`src/rtl/req_encoder8_if.sv`:
```
// ---------------------------------------------------------------------------
// req_encoder8_if
// Purpose : Bundles the request/grant signals of the edge-triggered
//           8-input priority encoder req_encoder8.
// Signals :
//   req_n [7:0] request lines, active-low, bit i = source i
//   ei_n        enable-in, active-low; high blocks new grants
//   ack         consumer accepts the presented code (only while valid=1)
//   code  [2:0] binary index of the granted request
//   valid       code is stable and awaiting ack
//   gs_n        group-select, active-low (enabled and something pending)
//   eo_n        enable-out, active-low (enabled and nothing pending)
//   ovf         sticky overflow: edge arrived on an already-pending bit
// Modports: master = request source / consumer side, slave = encoder.
// ---------------------------------------------------------------------------
interface req_encoder8_if;
  logic [7:0] req_n;
  logic       ei_n;
  logic       ack;
  logic [2:0] code;
  logic       valid;
  logic       gs_n;
  logic       eo_n;
  logic       ovf;

  modport master (
    output req_n, ei_n, ack,
    input  code, valid, gs_n, eo_n, ovf
  );

  modport slave (
    input  req_n, ei_n, ack,
    output code, valid, gs_n, eo_n, ovf
  );
endinterface

```
`src/rtl/req_encoder8.sv`:
```
// ---------------------------------------------------------------------------
// req_encoder8
// Purpose : Edge-triggered 8-input priority encoder with a grant/ack
//           handshake. Falling edges on req_n latch into a pending vector;
//           a two-state FSM (IDLE/GRANT) presents the winning index on
//           code with valid=1 and holds it until ack.
// Ports   :
//   clk  rising-edge clock
//   rst  synchronous active-high reset
//   bus  req_encoder8_if.slave (req_n, ei_n, ack in; code, valid, gs_n,
//        eo_n, ovf out)
// Config  : define RR_PRIORITY_EN for rotating priority (search starts one
//           below the last served index); default is fixed priority with
//           index 7 highest.
// ---------------------------------------------------------------------------
module req_encoder8 (
  input logic           clk,
  input logic           rst,
  req_encoder8_if.slave bus
);

  typedef enum logic {
    S_IDLE  = 1'b0,
    S_GRANT = 1'b1
  } state_t;

  state_t     r_state;
  state_t     w_state_next;

  logic [7:0] r_req_q;
  logic [7:0] r_block;
  logic [7:0] r_pending;
  logic [2:0] r_code;
  logic       r_ovf;

  logic [7:0] w_edge;
  logic [7:0] w_clr;
  logic [7:0] w_hit;
  logic [7:0] w_pending_next;
  logic [2:0] w_sel;
  logic       w_any;
  logic       w_ack_take;
  logic       w_grant_load;

  assign w_any        = |r_pending;
  assign w_ack_take   = (r_state == S_GRANT) && bus.ack;
  assign w_grant_load = (r_state == S_IDLE) && !bus.ei_n && w_any;

  // Per-bit request bookkeeping.
  // r_block marks lines that were low during reset; such a line must be
  // seen high before a fall counts, even though r_req_q is forced to 1.
  // When an edge and an ack-clear hit the same bit, the set wins and the
  // edge is not an overflow.
  genvar gi;
  generate
    for (gi = 0; gi < 8; gi++) begin : g_bit
      assign w_edge[gi]         = r_req_q[gi] & ~bus.req_n[gi] & ~r_block[gi];
      assign w_clr[gi]          = w_ack_take & (r_code == 3'(gi));
      assign w_pending_next[gi] = (r_pending[gi] & ~w_clr[gi]) | w_edge[gi];
      assign w_hit[gi]          = w_edge[gi] & r_pending[gi] & ~w_clr[gi];
    end
  endgenerate

`ifdef RR_PRIORITY_EN
  // Rotating priority: after serving s, the search order is s-1, s-2, ...
  // wrapping through 7 and ending at s itself.
  logic [2:0] r_ptr;

  always_comb begin
    logic [2:0] idx;
    w_sel = r_ptr;
    idx   = r_ptr;
    // Walk the order from last to first so the earliest hit overrides.
    for (int k = 8; k >= 1; k--) begin
      idx = r_ptr - 3'(k);
      if (r_pending[idx]) begin
        w_sel = idx;
      end
    end
  end

  always_ff @(posedge clk) begin
    if (rst) begin
      r_ptr <= 3'd0;
    end else if (w_grant_load) begin
      r_ptr <= w_sel;
    end
  end
`else
  // Fixed priority: highest pending index wins.
  always_comb begin
    w_sel = 3'd0;
    for (int i = 0; i < 8; i++) begin
      if (r_pending[i]) begin
        w_sel = 3'(i);
      end
    end
  end
`endif

  // FSM state register.
  always_ff @(posedge clk) begin
    if (rst) begin
      r_state <= S_IDLE;
    end else begin
      r_state <= w_state_next;
    end
  end

  // FSM next-state logic. GRANT ignores ei_n and new edges; only ack leaves.
  always_comb begin
    w_state_next = r_state;
    case (r_state)
      S_IDLE:  if (w_grant_load) w_state_next = S_GRANT;
      S_GRANT: if (bus.ack)      w_state_next = S_IDLE;
      default: w_state_next = S_IDLE;
    endcase
  end

  // FSM outputs and status flags.
  always_comb begin
    bus.valid = (r_state == S_GRANT);
    bus.code  = r_code;
    bus.ovf   = r_ovf;
    bus.gs_n  = ~(~bus.ei_n & w_any);
    bus.eo_n  = ~(~bus.ei_n & ~w_any);
  end

  // Datapath registers.
  always_ff @(posedge clk) begin
    if (rst) begin
      r_req_q   <= 8'hFF;
      r_block   <= ~bus.req_n;
      r_pending <= 8'h00;
      r_code    <= 3'd0;
      r_ovf     <= 1'b0;
    end else begin
      r_req_q   <= bus.req_n;
      r_block   <= r_block & ~bus.req_n;
      r_pending <= w_pending_next;
      r_ovf     <= r_ovf | (|w_hit);
      if (w_grant_load) begin
        r_code <= w_sel;
      end
    end
  end

endmodule
```
`src/flat_wrapper.sv`:
```
// flat-port wrapper written by rule: the top's interface ports become plain ports
module req_encoder8_flat 
  (clk, rst, bus_req_n, bus_ei_n, bus_ack, bus_code, bus_valid, bus_gs_n, bus_eo_n, bus_ovf);
  req_encoder8_if bus_i ();
  input logic clk;
  input logic rst;
  input wire logic [$bits(bus_i.req_n)-1:0] bus_req_n;
  input wire logic [$bits(bus_i.ei_n)-1:0] bus_ei_n;
  input wire logic [$bits(bus_i.ack)-1:0] bus_ack;
  output wire logic [$bits(bus_i.code)-1:0] bus_code;
  output wire logic [$bits(bus_i.valid)-1:0] bus_valid;
  output wire logic [$bits(bus_i.gs_n)-1:0] bus_gs_n;
  output wire logic [$bits(bus_i.eo_n)-1:0] bus_eo_n;
  output wire logic [$bits(bus_i.ovf)-1:0] bus_ovf;
  assign bus_i.req_n = bus_req_n;
  assign bus_i.ei_n = bus_ei_n;
  assign bus_i.ack = bus_ack;
  assign bus_code = bus_i.code;
  assign bus_valid = bus_i.valid;
  assign bus_gs_n = bus_i.gs_n;
  assign bus_eo_n = bus_i.eo_n;
  assign bus_ovf = bus_i.ovf;
  req_encoder8 u_core (.clk(clk), .rst(rst), .bus(bus_i));
endmodule
```
`config.mk`:
```
export PLATFORM = sky130hd
export DESIGN_NAME = req_encoder8_flat
export DESIGN_NICKNAME = d
export VERILOG_FILES = /design/src/rtl/req_encoder8_if.sv /design/src/rtl/req_encoder8.sv /design/src/flat_wrapper.sv
export SDC_FILE = /design/constraint.sdc
export NUM_CORES = 1
export LEC_CHECK = 0
export ABC_AREA = 1
export CORE_MARGIN = 3
export CORE_UTILIZATION = 45
export CTS_CLUSTER_SIZE = 8
export DETAILED_ROUTE_END_ITERATION = 10
export PLACE_DENSITY = 0.69
export SYNTH_ARGS = -nofsm -noshare
export SYNTH_HDL_FRONTEND = slang
export SYNTH_SLANG_ARGS = --single-unit
export TNS_END_PERCENT = 10
```
`constraint.sdc`:
```
create_clock -name clk -period 1.71 [get_ports clk]
set_clock_uncertainty 0.2 [all_clocks]
set_input_delay 0.171 -clock clk [delete_from_list [all_inputs] [get_ports clk]]
set_output_delay 0.171 -clock clk [all_outputs]
set_load 0.005 [all_outputs]
```
==> flow_metrics.py <==
metrics = {
    "timing": {
        "min_period_ns": 1.623,
        "fin_crit_sh_pct": 94.89,
        "maxSlewHeadroom_pct": 76.64,
        "fin_tns_setup_ns": 0,
        "rsz0062_at_grt": "yes",
        "finalHoldViolations": 0,
        "setup_viol": 0,
        "slew_viol_final": 0,
        "tightestPinTransition_ns": 0.3501,
        "max_clock_freq_mhz": 616.3,
        "fin_hold_ws_ns": 0.2077,
    },
    "layout": {
        "final_core_util_pct": 59.81,
        "fin_cells": 221,
        "finalNetCount": 203,
        "antenna_cells": 0,
        "area_growth_pct": 24.87,
        "seq_area_sq_um": 586.8,
        "fillCellCount": 223,
        "drive_gt1_share_pct": 19.90,
        "multi_input_area_sq_um": 516.7,
        "stdcell_area_sq_um": 1495,
    },
    "worst_hold_path": {
        "min_path_cells": 2,
        "worstHoldStart": "bus_req_n[6]",
        "hold_path.class": "input port to register",
        "holdPathEnd": "u_core.r_block[6]$_DFF_P_",
    },
    "floorplan": {
        "die_x_um": 57.59,
        "floorplan.initialDensity_pct": 47.90,
        "row_count": 18,
        "fp.dieH_um": 57.59,
        "coreArea_sq_um": 2500,
        "num_io_pins": 19,
        "dieArea_sq_um": 3316,
    },
    "worst_setup_path": {
        "crit_type": "register to output port",
        "crit_fanout": 3,
        "r2r-start": "u_core.bus.valid$_SDFF_PP0_",
        "endpoint_kind": "output port",
        "critPathArrivalTime_ns": 1.25,
        "reg2reg_slack_ns": 0.36,
        "cp-start-kind": "register",
        "r2r_cells": 7,
        "cp-startpoint": "u_core.r_pending[3]$_SDFF_PP0_",
        "r2r-end": "u_core.bus.ovf$_SDFF_PP0_",
        "critPathRequiredTime_ns": 1.34,
    },
    "synthesis": {
        "synth-edff-count": 0,
        "synthDistinctLibCells": 19,
        "dominantRegCellSynth": "dfxtp_1",
        "avgSynthCellArea_sq_um": 7.257,
        "synth_area_sq_um": 1197,
        "async_flop_share_pct": 0,
        "yosysWarnings": 0,
        "synth-seq-cells": 29,
        "synth-seq-area-share_pct": 48.48,
        "synth_area_leader_cell": "dfxtp_1",
        "synthCells": 165,
        "synth_common_cells": "37 x nand2_1, 32 x nor2_1, 29 x dfxtp_1",
        "synth.area.top_cells": "dfxtp_1 48%, nand2_1 12%, nor2_1 10%",
        "yosysMostFrequentCell": "nand2_1",
        "syn_nets": 177,
        "synth_top_area_share_pct": 48.48,
    },
    "placement": {
        "dp_cells": 212,
        "place.gp.congestion": 0.8695,
        "placed_cell_area_sq_um": 1416,
        "io_buffers": 18,
        "dp_hpwl_um": 1827,
    },
    "global_routing": {
        "grt_pass1_wl_um": 3995,
        "busiest_layer": "met2",
        "gr-usage-met3_pct": 6.109,
        "grt_pass1_vias": 1017,
        "gr-total-overflow": 0,
        "grt_use_met2_pct": 27.10,
        "grt_usage_pct": 15.73,
        "grt_util_met1_pct": 17.34,
        "grt_max_degree": 12,
        "antenna_found_initial": 0,
    },
    "flow_run": {
        "drv_cap": 0,
    },
    "route": {
        "routed_wl_um": 2269,
        "wl_per_cell_um": 10.27,
        "drt_iter0_drc": 30,
        "via_per_inst": 4.724,
        "drcViolationCount": 0,
        "ant_nets": 0,
        "vias": 1044,
        "dr.pass1.iters": 4,
    },
    "status": {
        "status": "finished, final reports clean",
    },
    "cts": {
        "cts.clk_slew.worst_paths_ns": 0.09,
        "clk_path_buf_depth": 2,
        "cts_buffers": 5,
        "insertion_delay_ns": 0.32,
        "hold_buffers": 0,
        "cts_tree": "built",
        "htreeDepth": 2,
        "clock-sinks": 29,
        "cts_root_buf": "clkbuf_4",
    },
    "pwr": {
        "p_leak_nw": 0.6980,
        "powerDensity_nw_per_um2": 970.0,
        "vdd.ir_drop.worst_mv": 0.8002,
    },
}
==> metal layers <==
metal	vias to the layer above	part of all wire [%]	wire (um)
met5	-	0	0
li1	552	-	-
met3	7	4.7	106
met1	470	44	995
met4	0	2.1	47
met2	15	49	1119
==> how the worst max path moves through the flow <==
stage	endpoint	slack (ns)	depth (start not counted)
after detailed placement	bus_eo_n	0.06	4
after global routing	bus_gs_n	-0.005	7
final	bus_gs_n	0.09	7
after floorplan	u_core.bus.ovf$_SDFF_PP0_	0.46	7
after global placement	bus_eo_n	0.08	4
after CTS	bus_gs_n	-0.09	7
==> flip-flops by register name (all words and copies together) (netlist names) <==
signal / cells
u_core.bus.code: 3
u_core.r_pending: 8
u_core.bus.ovf: 1
u_core.r_req_q: 8
u_core.bus.valid: 1
u_core.r_block: 8
==> stage by stage <==
step                      worst slack (ns)  power, mW
final                              0.08735      1.450
after global routing             -0.005267      1.544
after CTS                         -0.09010      1.456
after detailed placement           0.05787      1.046
after global placement             0.07540      1.035
after floorplan                     0.4642     0.9425
==> cell families (layout without fill, tap and decap cells) <==
kind of cell | after synthesis | in the layout | synth area share, %
simple gates | 91 | 91 | 34.69
flops | 29 | 29 | 48.49
buf+inv | 26 | 52 | 8.568
compound gates | 19 | 19 | 8.255
==> worst max-delay path, stage by stage, from the launching register on <==
cell and delay, ns:
dfxtp_2 0.34, inv_2 0.06, nand2_2 0.07, nor3_4 0.15, buf_6 0.13, nand2_4 0.05
nand2_2 0.05, buf_6 0.09
==> layout make-up <==
class,instances,area share (%)
tap,30,2.510
inverter,23,5.941
multi-input combinational,110,34.56
sequential,29,39.25
clock buffer,7,3.682
timing repair buffer,22,14.06
==> timing repair <==
action / 4_1_cts / 5_1_grt
resized for setup: 7 / 9
buffers inserted: 1 / 1
pin swaps: 1 / 2
setup endpoints to repair: 2 / 3
endpoints found under the hold margin: 0 / 0
==> power by group <==
group | switching, mW | total (mW) | internal (mW) | leakage [nW]
Combinational | 0.136 | 0.272 | 0.136 | 0.423
Clock | 0.214 | 0.408 | 0.194 | 0.0314
Sequential | 0.0396 | 0.771 | 0.731 | 0.243
Total | 0.390 | 1.45 | 1.06 | 0.698
==> cell usage in the layout (no fill, tap or decap), types with 3 or more instances in the layout <==
cell             netlist  final
nand2_1               37     36
nor2_1                32     32
dfxtp_1               29     24
inv_1                 18     17
a21oi_1               16     16
clkdlybuf4s50_1        0     16
nand3_1                9      9
inv_2                  4      5
or2_2                  5      5
clkbuf_4               0      5
dfxtp_2                0      5
nand2_4                3      3
buf_4                  0      3
Power figures use the tool's default switching activity.
